[src/rtl/uart_cmd_rx.sv]
// Serial command receiver: 8N1 UART deserialiser feeding a two-byte command assembler
// that produces the a/b/opcode fields for the core FSM.
module uart_cmd_rx #(
    parameter int unsigned CLKS_PER_BIT = 87,
    parameter int unsigned TIMEOUT_BITS = 20
) (
    input  logic       clk,
    input  logic       rst_n,
    input  logic       rx,
    output logic [7:0] byte_data,
    output logic       byte_valid,
    output logic       frame_err,
    output logic       busy,
    output logic [3:0] a,
    output logic [3:0] b,
    output logic [2:0] opcode,
    output logic       cmd_valid
);

    localparam int unsigned HALF      = CLKS_PER_BIT / 2;
    localparam int unsigned CNT_W     = $clog2(CLKS_PER_BIT);
    localparam int unsigned TMO_LIMIT = TIMEOUT_BITS * CLKS_PER_BIT;
    localparam int unsigned TMO_W     = $clog2(TMO_LIMIT + 1);

    localparam logic [CNT_W-1:0] HALF_M1 = CNT_W'(HALF - 1);
    localparam logic [CNT_W-1:0] BIT_M1  = CNT_W'(CLKS_PER_BIT - 1);
    localparam logic [TMO_W-1:0] TMO_M1  = TMO_W'(TMO_LIMIT - 1);

    typedef enum logic [1:0] {
        RX_IDLE,
        RX_START,
        RX_DATA,
        RX_STOP
    } rx_state_t;

    typedef enum logic {
        ASM_WAIT0,
        ASM_WAIT1
    } asm_state_t;

    logic             rx_meta;
    logic             rxs;
    logic             rxs_d;
    logic [1:0]       sync_fill;

    rx_state_t        rx_state, rx_state_nxt;
    logic [CNT_W-1:0] cnt, cnt_nxt;
    logic [2:0]       bit_idx, bit_idx_nxt;
    logic [7:0]       shreg, shreg_nxt;
    logic [7:0]       byte_data_nxt;
    logic             byte_valid_nxt;
    logic             frame_err_nxt;
    logic             busy_nxt;

    asm_state_t       asm_state, asm_state_nxt;
    logic [3:0]       pend_a, pend_a_nxt;
    logic [3:0]       pend_b, pend_b_nxt;
    logic [TMO_W-1:0] tmo_cnt, tmo_cnt_nxt;
    logic [3:0]       a_nxt;
    logic [3:0]       b_nxt;
    logic [2:0]       opcode_nxt;
    logic             cmd_valid_nxt;

    logic             start_det_c;

    // Synchroniser; rxs_d only becomes 1 once rxs reflects a real rx sample,
    // so rx held low through reset release never looks like a falling edge.
    always_ff @(posedge clk or negedge rst_n) begin
        if (!rst_n) begin
            rx_meta   <= 1'b1;
            rxs       <= 1'b1;
            sync_fill <= 2'b00;
            rxs_d     <= 1'b0;
        end else begin
            rx_meta   <= rx;
            rxs       <= rx_meta;
            sync_fill <= {sync_fill[0], 1'b1};
            rxs_d     <= rxs & sync_fill[1];
        end
    end

    assign start_det_c = (rx_state == RX_IDLE) && !rxs && rxs_d;

    always_ff @(posedge clk or negedge rst_n) begin
        if (!rst_n) begin
            rx_state   <= RX_IDLE;
            cnt        <= '0;
            bit_idx    <= '0;
            shreg      <= '0;
            byte_data  <= '0;
            byte_valid <= 1'b0;
            frame_err  <= 1'b0;
            busy       <= 1'b0;
            asm_state  <= ASM_WAIT0;
            pend_a     <= '0;
            pend_b     <= '0;
            tmo_cnt    <= '0;
            a          <= '0;
            b          <= '0;
            opcode     <= '0;
            cmd_valid  <= 1'b0;
        end else begin
            rx_state   <= rx_state_nxt;
            cnt        <= cnt_nxt;
            bit_idx    <= bit_idx_nxt;
            shreg      <= shreg_nxt;
            byte_data  <= byte_data_nxt;
            byte_valid <= byte_valid_nxt;
            frame_err  <= frame_err_nxt;
            busy       <= busy_nxt;
            asm_state  <= asm_state_nxt;
            pend_a     <= pend_a_nxt;
            pend_b     <= pend_b_nxt;
            tmo_cnt    <= tmo_cnt_nxt;
            a          <= a_nxt;
            b          <= b_nxt;
            opcode     <= opcode_nxt;
            cmd_valid  <= cmd_valid_nxt;
        end
    end

    // Receive FSM and command assembler next-state logic.
    always_comb begin
        rx_state_nxt   = rx_state;
        cnt_nxt        = cnt;
        bit_idx_nxt    = bit_idx;
        shreg_nxt      = shreg;
        byte_data_nxt  = byte_data;
        byte_valid_nxt = 1'b0;
        frame_err_nxt  = 1'b0;
        asm_state_nxt  = asm_state;
        pend_a_nxt     = pend_a;
        pend_b_nxt     = pend_b;
        tmo_cnt_nxt    = tmo_cnt;
        a_nxt          = a;
        b_nxt          = b;
        opcode_nxt     = opcode;
        cmd_valid_nxt  = 1'b0;

        unique case (rx_state)
            RX_IDLE: begin
                if (start_det_c) begin
                    rx_state_nxt = RX_START;
                    cnt_nxt      = '0;
                    bit_idx_nxt  = '0;
                end
            end
            RX_START: begin
                if (cnt == HALF_M1) begin
                    cnt_nxt      = '0;
                    rx_state_nxt = rxs ? RX_IDLE : RX_DATA;
                end else begin
                    cnt_nxt = cnt + CNT_W'(1);
                end
            end
            RX_DATA: begin
                if (cnt == BIT_M1) begin
                    cnt_nxt     = '0;
                    shreg_nxt   = {rxs, shreg[7:1]};
                    bit_idx_nxt = bit_idx + 3'd1;
                    if (bit_idx == 3'd7) begin
                        rx_state_nxt = RX_STOP;
                    end
                end else begin
                    cnt_nxt = cnt + CNT_W'(1);
                end
            end
            RX_STOP: begin
                if (cnt == BIT_M1) begin
                    cnt_nxt      = '0;
                    rx_state_nxt = RX_IDLE;
                    if (rxs) begin
                        byte_data_nxt  = shreg;
                        byte_valid_nxt = 1'b1;
                    end else begin
                        frame_err_nxt = 1'b1;
                    end
                end else begin
                    cnt_nxt = cnt + CNT_W'(1);
                end
            end
            default: rx_state_nxt = RX_IDLE;
        endcase

        // Inter-byte timeout: only ticks while waiting for byte 1 on an idle line.
        if (start_det_c || asm_state == ASM_WAIT0) begin
            tmo_cnt_nxt = '0;
        end else if (rx_state == RX_IDLE) begin
            if (tmo_cnt == TMO_M1) begin
                asm_state_nxt = ASM_WAIT0;
                tmo_cnt_nxt   = '0;
            end else begin
                tmo_cnt_nxt = tmo_cnt + TMO_W'(1);
            end
        end

        if (frame_err_nxt) begin
            asm_state_nxt = ASM_WAIT0;
        end else if (byte_valid_nxt) begin
            if (asm_state == ASM_WAIT0) begin
                pend_a_nxt    = shreg[7:4];
                pend_b_nxt    = shreg[3:0];
                asm_state_nxt = ASM_WAIT1;
            end else begin
                a_nxt         = pend_a;
                b_nxt         = pend_b;
                opcode_nxt    = shreg[2:0];
                cmd_valid_nxt = 1'b1;
                asm_state_nxt = ASM_WAIT0;
            end
        end

        busy_nxt = (rx_state_nxt != RX_IDLE);
    end

endmodule

[config.mk]
export PLATFORM = sky130hd
export DESIGN_NAME = uart_cmd_rx
export DESIGN_NICKNAME = d
export VERILOG_FILES = /design/src/rtl/uart_cmd_rx.sv
export SDC_FILE = /design/constraint.sdc
export NUM_CORES = 1
export LEC_CHECK = 0
export BUFFER_PORTS_ARGS = -buffer_cell sky130_fd_sc_hd__buf_2
export CORE_ASPECT_RATIO = 1.2
export CORE_MARGIN = 2
export CORE_UTILIZATION = 45
export DETAILED_ROUTE_END_ITERATION = 6
export PLACE_DENSITY = 0.7
export SLEW_MARGIN = 40
export SYNTH_ARGS = -nofsm -noshare
export SYNTH_HDL_FRONTEND = slang
export SYNTH_SLANG_ARGS = --single-unit
[constraint.sdc]
create_clock -name clk -period 3.2 [get_ports clk]
set_input_delay 0 -clock clk [delete_from_list [all_inputs] [get_ports clk]]
set_output_delay 0 -clock clk [all_outputs]
set_load 0.05 [all_outputs]
==> results of run 1 <==
critical path: cells and delay by family, from the launching register on:
| family | cells | cell delay, ns |
|---|---|---|
| fa+ha+maj | 1 | 0.15 |
| buf+inv | 1 | 0.10 |
| flops | 1 | 0.40 |
| mux | 1 | 0.40 |
| simple gates | 3 | 0.87 |
metal layers:
layer | GRT usage [%] | vias up
li1 | - | 979
met1 | 22.8 | 1019
met2 | 24.7 | 32
met3 | 4.25 | 8
met4 | 8.19 | 0
met5 | 0 | -
path summary, 6_finish.rpt:
path / to / startpoint / depth (start not counted) / slack [ns]
worst max register to register: pend_a[0]$_DFFE_PN0P_ / cnt[0]$_DFFE_PN0P_ / 6 / 1.17
worst min register to register: sync_fill[1]$_DFF_PN0_ / sync_fill[0]$_DFF_PN0_ / 0 / 0.35
max in group asynchronous: byte_valid$_DFF_PN0_ / rst_n / 3 / 2.11
worst min-delay path: cnt[0]$_DFFE_PN0P_ / rst_n / 2 / 0.14
worst max-delay path: pend_a[0]$_DFFE_PN0P_ / cnt[0]$_DFFE_PN0P_ / 6 / 1.17
min in group clk: rx_meta$_DFF_PN1_ / rx / 2 / 0.30
state kept, by name, indices dropped and copies added (netlist names):
signal      count
bit_idx         3
rxs_d           1
a               4
cnt             7
cmd_valid       1
pend_a          4
rx_meta         1
b               4
rx_state        2
rxs             1
frame_err       1
busy            1
byte_data       8
asm_state       1
sync_fill       2
pend_b          4
tmo_cnt        11
byte_valid      1
shreg           8
opcode          3
per-stage QoR:
stage                     worst slack [ns]  power [mW]  instance area [sq um]
after floorplan                       1.41        1.22                   2990
after global placement                1.23        1.29                   3180
after detailed placement              1.17        1.30                   3180
after CTS                             1.17        2.01                   3410
after global routing                  1.05        2.09                   3410
final                                 1.17        1.99                   3410
power by group through the flow:
stage          combinational [mW]  sequential [mW]  clock, mW
2_1_floorplan               0.221            0.999          0
3_3_place_gp                0.281             1.01          0
3_5_place_dp                0.287             1.01          0
4_1_cts                     0.291            0.994      0.722
5_1_grt                     0.323             1.01      0.762
6_report                    0.285            0.995      0.708
synthesized netlist by cell type, types with 2 or more instances:
cell	n	area share (%)
nand2b_1	4	0.84
o22ai_1	5	1.0
nand2_1	51	6.4
o2bb2ai_1	3	0.88
a31oi_1	3	0.63
dfrtp_1	66	55
mux2_2	27	10
dfstp_2	2	1.8
nand3_1	7	1.2
nor2_1	9	1.1
or2_2	2	0.42
nor2b_1	3	0.63
o211ai_1	2	0.50
o21ai_0	10	1.7
clkbuf_1	2	0.25
inv_1	6	0.75
ha_1	5	2.1
and2_1	6	1.3
buf_2	2	0.33
a21oi_1	4	0.67
a21boi_0	2	0.50
nor3_1	5	0.84
buf_6	2	0.75
o21a_1	2	0.50
nand4_1	2	0.42
layout make-up:
cell class | count | area share, %
clock buffers | 10 | 4.04
clock inverters | 6 | 1.87
inverters | 7 | 0.808
multi-input cells | 179 | 35.6
flip-flops and latches | 68 | 50.0
well taps | 85 | 3.12
repair buffers | 28 | 4.48
placed cells by master (no fill, tap or decap), drive strengths merged, types with 2 or more instances in the layout:
| master | count |
|---|---|
| a211oi | 2 |
| buf | 26 |
| dfrtp | 66 |
| dfstp | 2 |
| nand4 | 3 |
| nand3 | 7 |
| a31oi | 3 |
| and2 | 6 |
| clkinv | 4 |
| nand2 | 52 |
| ha | 5 |
| a21boi | 2 |
| nand2b | 4 |
| or2 | 2 |
| clkinvlp | 2 |
| o2bb2ai | 3 |
| o21a | 2 |
| o22ai | 5 |
| o211ai | 2 |
| nor3 | 5 |
| a21oi | 4 |
| nor2 | 10 |
| nor2b | 3 |
| mux2 | 27 |
| o21ai | 11 |
| dlygate4sd3 | 2 |
| clkbuf | 10 |
| o311ai | 2 |
| inv | 6 |
what timing repair did:
action                                 in CTS  in global routing
resized for setup                           0                  0
hold buffers                                2                  0
endpoints found under the hold margin      20                  0
cells by family (layout without fill, tap and decap cells):
group / count (synthesis) / after routing
and+or+nand+nor: 102 / 102
DFF: 68 / 68
AOI/OAI and AO/OA: 43 / 43
muxes: 28 / 28
buffers and inverters: 14 / 51
adders and majority gates: 5 / 5
other: 1 / 1
==> results.yml, run 1 <==
clock_network:
  h-tree-depth: 3
  root_buffer: "clkbuf_8"
  clk_latency_ns: 0.34
  cts_sinks: 68
  cts_tree: "built"
  post_cts_buffers: 0
  cts_buffers: 9
  clkTransAtPathRegs_ns: 0.08
  clock_path_buffers: 2
synth:
  yosys.area_share.xor_xnor_pct: 0
  synthMuxAreaShare_pct: 10.5
  syn_inst: 261
  synthAdderAreaFrac_pct: 2.09
  synthesis.area_sq_um: 2990
  yosysSeqAreaShare_pct: 56.9
  synthArstFlopShare_pct: 100
  yosys.area_share.simple_pct: 17.3
  yosys_register_bits: 68
  synth_ff_type: "dfrtp_1"
  ys_types: 54
  synth_nets: 269
  yosys_warnings: 0
  synth_top_family_by_area: "simple AND/OR/NAND/NOR gates"
  syn-mean-instance-area_sq_um: 11.5
  synth-compound-area-share_pct: 10.5
  synth-edff-count: 0
hold_path:
  hold_path_class: "input pin to async pin"
timing:
  max_freq_ghz: 0.493
  whs_ns: 0.137
  period_share_pct: 63.4
  setup_viol: 0
  finClkSkew_ns: 0.00624
  rsz0062_at_grt: "false"
  slew_violations: 0
  tightest_slew_ns: 0.737
  slew_headroom_pct: 50.4
  tns_ns: 0
  fin_crit_ns: 2.03
  finalHoldViolCount: 0
setup_path:
  critPathRequiredTime_ns: 3.43
  endpoint_kind: "register"
  cp_max_fo: 10
  crit_path_cell_trace: "inv_1 > ha_1 > and2_1 > nand4_4 > nor2_2 > mux2_2"
  critPathMaxStageDelay_ns: 0.43
  critPathSlowestCell: "nor2_2"
  start_kind: "register"
  critPathKind: "register to register"
  arrival_ns: 2.26
global_routing:
  grt_start_max_net_pins: 50
  grt_pass1_vias: 2015
  grt_pass1_wl_um: 9480
  grt.overflow.total: 0
  track_usage_pct: 16.6
  antenna_found_initial: 0
power_and_ir_drop:
  power.leakage_nw: 1.68
  vdd_ir_drop_max_uv: 332
  switchingPower_mw: 0.585
  clockPowerShare_pct: 35.6
  cellInternalPower_mw: 1.40
  combPwrFrac_pct: 14.3
  powerDensity_nw_per_um2: 584
  seqPwrFrac_pct: 50.0
  p_sw_share_pct: 29.4
routing:
  vias: 2038
  wire_per_inst_um: 14.3
  wl_met2_um: 2590
  met1Wirelength_um: 2600
  routed_via_density: 5.32
  met3WireLength_um: 171
  ant_nets: 0
  routed_wl_um: 5470
  drt-initial-drc-count: 81
  dr.max_layer_used: "met4"
  route.detailed.drc: 0
  firstDrtPassIters: 5
place:
  portBuffers: 25
  hpwl_um: 3660
  place_inst: 365
  gp_congestion: 0.795
final_layout:
  multi_input_area_sq_um: 1210
  nNetsFinal: 301
  fillCellCount: 574
  ff_latch_area_sq_um: 1700
  drive_above_1_share_pct: 27.9
  diodes: 0
  fin_cells: 383
  syn2layout_area_growth_pct: 13.8
  final_util_pct: 52.8
floorplan:
  dieWidth_um: 78.4
  initial_core_util_pct: 46.4
  ios: 26
  fp-row-count: 32
  die_area_sq_um: 7320
  core_sq_um: 6450
  dieHeight_um: 93.3
run_status:
  status: "finished clean"
run:
  cap_violations: 0
(Power assumes the default switching activity.)
==> run 2, diff against run 1 <==
- ABC_AREA: not set -> 1
- PLACE_DENSITY: 0.7 -> 0.72
- clock period: 3.2 -> 1.8 ns (I/O delays scaled with it)
==> run 2 against run 1 <==
Die area rose by 6.0%. Sequential power rose by 72%. Worst hold slack got worse by 0.0019 ns. Total power up 95%. Global-route usage rose by 1.2 points. Worst setup slack got worse by 1.1 ns. Highest routed layer unchanged.
==> results.yml, run 2 <==
final_layout:
  final_common_cell: "nand2_1"
  final_util_pct: 54.5
  syn2layout_area_growth_pct: 17.3
  fillCellCount: 619
  drive_above_1_share_pct: 20.0
  largest_reg_flops: 11
  final_cell_mix: "nand2_1, dfrtp_1, inv_1, buf_2"
  nNetsFinal: 412
  multi_input_area_sq_um: 1280
  largestRegisters: "tmo_cnt (11), byte_data (8), shreg (8)"
  ff_latch_area_sq_um: 1700
  diodes: 0
  regMostFlops: "tmo_cnt"
  fin_cells: 496
place:
  portBuffers: 25
  gp_congestion: 0.878
  place_inst: 474
  hpwl_um: 4280
run_status:
  status: "finished clean"
floorplan:
  ios: 26
  dieWidth_um: 80.7
  initial_core_util_pct: 46.4
  die_area_sq_um: 7760
  dieHeight_um: 96.1
  fp-row-count: 33
  core_sq_um: 6850
clock_network:
  clkTransAtPathRegs_ns: 0.08
  cts_sinks: 68
  cts_tree: "built"
  clk_latency_ns: 0.35
  h-tree-depth: 3
  cts_buffers: 9
  root_buffer: "clkbuf_8"
  clock_path_buffers: 2
timing:
  slew_violations: 0
  finClkSkew_ns: 0.0101
  whs_ns: 0.135
  setup_viol: 0
  period_share_pct: 96.3
  max_freq_ghz: 0.577
  rsz0062_at_grt: "true"
  finalHoldViolCount: 0
  fin_crit_ns: 1.73
routing:
  firstDrtPassIters: 4
  ant_nets: 0
  routed_via_density: 5.02
  vias: 2492
  met1Wirelength_um: 2920
  met3WireLength_um: 229
  wire_per_inst_um: 12.9
  route.detailed.drc: 0
  dr.max_layer_used: "met4"
  routed_wl_um: 6400
  wl_met2_um: 3170
  drt-initial-drc-count: 144
synth:
  synth-edff-count: 0
  synthesis.area_sq_um: 3180
  yosys.area.top_type: "dfrtp_1"
  yosys_register_bits: 68
  ys_top_cells_by_count: "nand2_1, dfrtp_1, inv_1"
  synth_top_area_share_pct: 51.9
  yosysSeqAreaShare_pct: 53.6
  synth_ff_type: "dfrtp_1"
  syn_inst: 365
  yosysMostFrequentCell: "nand2_1"
  synthArstFlopShare_pct: 100
  ys_top_cells_by_area: "dfrtp_1, nand2_1, inv_1"
  ys_types: 29
  syn-mean-instance-area_sq_um: 8.71
  synth_nets: 373
  yosys_warnings: 0
setup_path:
  crit_path_cell_trace: "inv_1 > ha_2 > nand3_2 > nor2_8 > nand4_4 > buf_4 > nand2_1 > o21ai_2"
  arrival_ns: 1.97
  crit_start: "cnt[0]$_DFFE_PN0P_"
  crit_buf_inv: 2
  crit_path_end: "pend_b[0]$_DFFE_PN0P_"
  reg2reg_to: "pend_b[0]$_DFFE_PN0P_"
  worst-r2r-cell-count: 8
  critPathSlowestCell: "dfrtp_1"
  timing.rr.start: "cnt[0]$_DFFE_PN0P_"
  r2r_slack_ns: 0.07
  critPathKind: "register to register"
  critPathRequiredTime_ns: 2.03
  cp_num_cells: 8
  path_delay_family: "simple AND/OR/NAND/NOR gates"
  cp_max_fo: 8
  critPathMaxStageDelay_ns: 0.42
  endpoint_kind: "register"
  start_kind: "register"
global_routing:
  grt_pass1_wl_um: 10600
  grt_pass1_vias: 2352
  grt.overflow.total: 0
  grt_start_max_net_pins: 52
  track_usage_pct: 17.9
  antenna_found_initial: 0
power_and_ir_drop:
  vdd_ir_drop_max_uv: 564
  powerDensity_nw_per_um2: 1040
  total_power_mw: 3.88
  power.leakage_nw: 1.87
run:
  cap_violations: 0
hold_path:
  hold_path_class: "input pin to async pin"
-- run 2: repair_timing --
action / in CTS / in global routing
setup endpoints to repair: 0 / 14
resized for setup: 0 / 3
setup buffers: 0 / 3
hold buffers: 2 / 0
endpoints found under the hold margin: 18 / 0
-- run 2: worst min path at each step --
stage	start	to	slack (ns)	cells after the start
2_1_floorplan	rst_n	a[0]$_DFFE_PN0P_	-0.30	0
3_3_place_gp	rst_n	b[0]$_DFFE_PN0P_	-0.03	1
3_5_place_dp	rst_n	b[0]$_DFFE_PN0P_	-0.02	1
4_1_cts	rst_n	cnt[4]$_DFFE_PN0P_	0.14	2
5_1_grt	rst_n	cnt[4]$_DFFE_PN0P_	0.18	2
6_report	rst_n	cnt[4]$_DFFE_PN0P_	0.14	2
-- run 2: logic make-up after synthesis --
| logic type | synth area share, % |
|---|---|
| AO/OA/AOI/OAI | 9.24 |
| buffers and inverters | 6.61 |
| flip-flops | 53.6 |
| adder cells (fa/ha/maj) | 1.97 |
| AND/OR/NAND/NOR | 28.5 |
| other | 0.118 |
-- run 2: cell type report --
class | instances | area share [%]
inverter | 43 | 4.32
sequential | 68 | 45.7
clock inverter | 7 | 3.92
multi-input combinational | 250 | 34.3
timing repair buffer | 32 | 5.56
tap | 87 | 2.92
clock buffer | 9 | 3.32
-- run 2: per-layer routing --
layer  global-route usage (%)  up-vias
met5                        0        -
met4                     7.34        0
met3                     5.25        8
met2                     29.9       56
met1                     21.5     1182
li1                         -     1246
-- run 2: stage by stage --
stage | worst slack (ns) | TNS (ns) | cell area [sq um]
after floorplan | 0.252 | 0 | 3180
after global placement | 0.109 | 0 | 3390
after detailed placement | 0.00804 | 0 | 3390
after CTS | 0.000116 | 0 | 3680
after global routing | -0.00978 | -0.0272 | 3730
final | 0.0662 | 0 | 3730
-- run 2: report_power, final --
| group | leakage [nW] | switching (mW) | internal (mW) |
|---|---|---|---|
| Combinational | 0.813 | 0.342 | 0.144 |
| Clock | 0.134 | 0.613 | 1.07 |
| Sequential | 0.922 | 0.0915 | 1.62 |
==> run 3, diff against run 2 <==
- CAP_MARGIN: not set -> 10
- PLACE_DENSITY: 0.72 -> 0.65
==> run 3 against run 2 <==
Combinational power is 1% lower. Die area stayed put. Routed wire length is 7.7% lower. Sequential share of layout area is 0.91 points higher. Critical path type unchanged. Largest cell class unchanged. Total power is 13% lower. Worst hold slack worse by 0.025 ns. Maximum frequency is 7.7% higher. Clock skew is 0.0028 ns lower. Worst setup slack better by 0.12 ns. Utilization is 1.1 points lower.
==> results.yml, run 3 (synthesized netlist as in run 2, its figures left out) <==
run_status:
  status: "finished clean"
setup_path:
  critPathKind: "register to register"
  start_kind: "register"
  critPathRequiredTime_ns: 2.01
  r2r_slack_ns: 0.19
  cp_max_fo: 14
  endpoint_kind: "register"
  arrival_ns: 1.82
final_layout:
  final_util_pct: 53.4
  ff_latch_area_sq_um: 1700
  final_cell_mix: "nand2_1, dfrtp_1, inv_1, buf_2"
  fillCellCount: 636
  largestRegisters: "tmo_cnt (11), byte_data (8), shreg (8)"
  largest_reg_flops: 11
  nNetsFinal: 413
  diodes: 0
  regMostFlops: "tmo_cnt"
  multi_input_area_sq_um: 1270
  final_common_cell: "nand2_1"
  syn2layout_area_growth_pct: 15.1
  drive_above_1_share_pct: 20.2
  postLayoutCellArea_sq_um: 3660
global_routing:
  grt_start_max_net_pins: 39
  antenna_found_initial: 0
  grt_pass1_vias: 2283
  grt_pass1_wl_um: 10200
  track_usage_pct: 17.1
  grt.overflow.total: 0
floorplan:
  initial_core_util_pct: 46.4
  dieWidth_um: 80.7
  core_sq_um: 6850
  die_area_sq_um: 7760
  dieHeight_um: 96.1
  fp-row-count: 33
  ios: 26
clock_network:
  clkTransAtPathRegs_ns: 0.07
  clock_path_buffers: 2
  cts_sinks: 68
  cts_buffers: 9
  h-tree-depth: 3
  root_buffer: "clkbuf_8"
  cts_tree: "built"
  clk_latency_ns: 0.33
place:
  dp_slack_ns: 0.0406
  gp_congestion: 0.863
  placed_cell_area_sq_um: 3410
  portBuffers: 25
  hpwl_um: 4310
timing:
  rsz0062_at_grt: "false"
  finClkSkew_ns: 0.00736
  fin_ws_ns: 0.190
  period_share_pct: 89.4
  slew_violations: 0
  whs_ns: 0.110
  fin_crit_ns: 1.61
  setup_viol: 0
  finalHoldViolCount: 0
  tns_ns: 0
  max_freq_ghz: 0.621
routing:
  firstDrtPassIters: 4
  ant_nets: 0
  routed_via_density: 4.90
  routed_wl_um: 5910
  drt-initial-drc-count: 96
  wire_per_inst_um: 11.9
  route.detailed.drc: 0
  vias: 2434
hold_path:
  hold_path_class: "input pin to async pin"
run:
  cap_violations: 0
power_and_ir_drop:
  power.leakage_nw: 1.84
  vdd_ir_drop_max_uv: 596
  powerDensity_nw_per_um2: 925
-- run 3: changes by cell type in the layout (fill, tap and decap cells not counted), moves of 2 or more --
cell        before  now
bufinv_16        4    1
clkinv_2         0    3
clkinvlp_4       0    3
buf_4            3    5
inv_6            2    0
-- run 3: power by group --
part,switching (mW),internal (mW)
clock network,0.570,0.631
logic,0.333,0.146
registers,0.0901,1.62
total,0.993,2.39
-- run 3: critical path, cell delays in order (launching register included) --
cell,delay (ns)
dfrtp_1,0.42
inv_2,0.08
ha_2,0.19
nand3_2,0.14
nor2_8,0.22
nand4_4,0.24
nand2_1,0.12
o21ai_0,0.08
-- run 3: final cells by class --
cell class / instances / share of cell area, %
clock buffers: 9 / 3.38
clock inverters: 7 / 1.85
inverters: 43 / 4.41
multi-input cells: 249 / 34.7
flip-flops and latches: 68 / 46.6
well taps: 87 / 2.97
repair buffers: 34 / 6.09
-- run 3: timing repair --
item,in CTS,in global routing
endpoints found under the hold margin,67,0
gates resized for setup,0,3
endpoints found under the setup margin,0,21
hold buffers,2,0
setup buffers,0,3
-- run 3: per-layer routing --
layer	GRT usage (%)	part of all wire, %
met1	21.7	47
met2	28.3	48
met3	3.75	3.9
met4	7.06	0.78
met5	0	0
-- run 3: worst paths after layout --
| path | start | to | cells after the start |
|---|---|---|---|
| worst min-delay path | rst_n | byte_data[0]$_DFFE_PN0N_ | 2 |
| worst max-delay path | cnt[0]$_DFFE_PN0P_ | opcode[0]$_DFFE_PN0P_ | 7 |
| max in group asynchronous | rst_n | rxs$_DFF_PN1_ | 3 |
| worst max register to register | cnt[0]$_DFFE_PN0P_ | opcode[0]$_DFFE_PN0P_ | 7 |
| min in group clk | rx | rx_meta$_DFF_PN1_ | 2 |
| worst min register to register | sync_fill[0]$_DFF_PN0_ | sync_fill[1]$_DFF_PN0_ | 0 |
-- run 3: stage by stage --
| step | total power [mW] | std cells |
|---|---|---|
| 5_1_grt | 3.58 | 497 |
| 2_1_floorplan | 2.07 | 365 |
| 3_3_place_gp | 2.19 | 476 |
| 3_5_place_dp | 2.20 | 476 |
| 4_1_cts | 3.42 | 494 |
| 6_report | 3.39 | 497 |
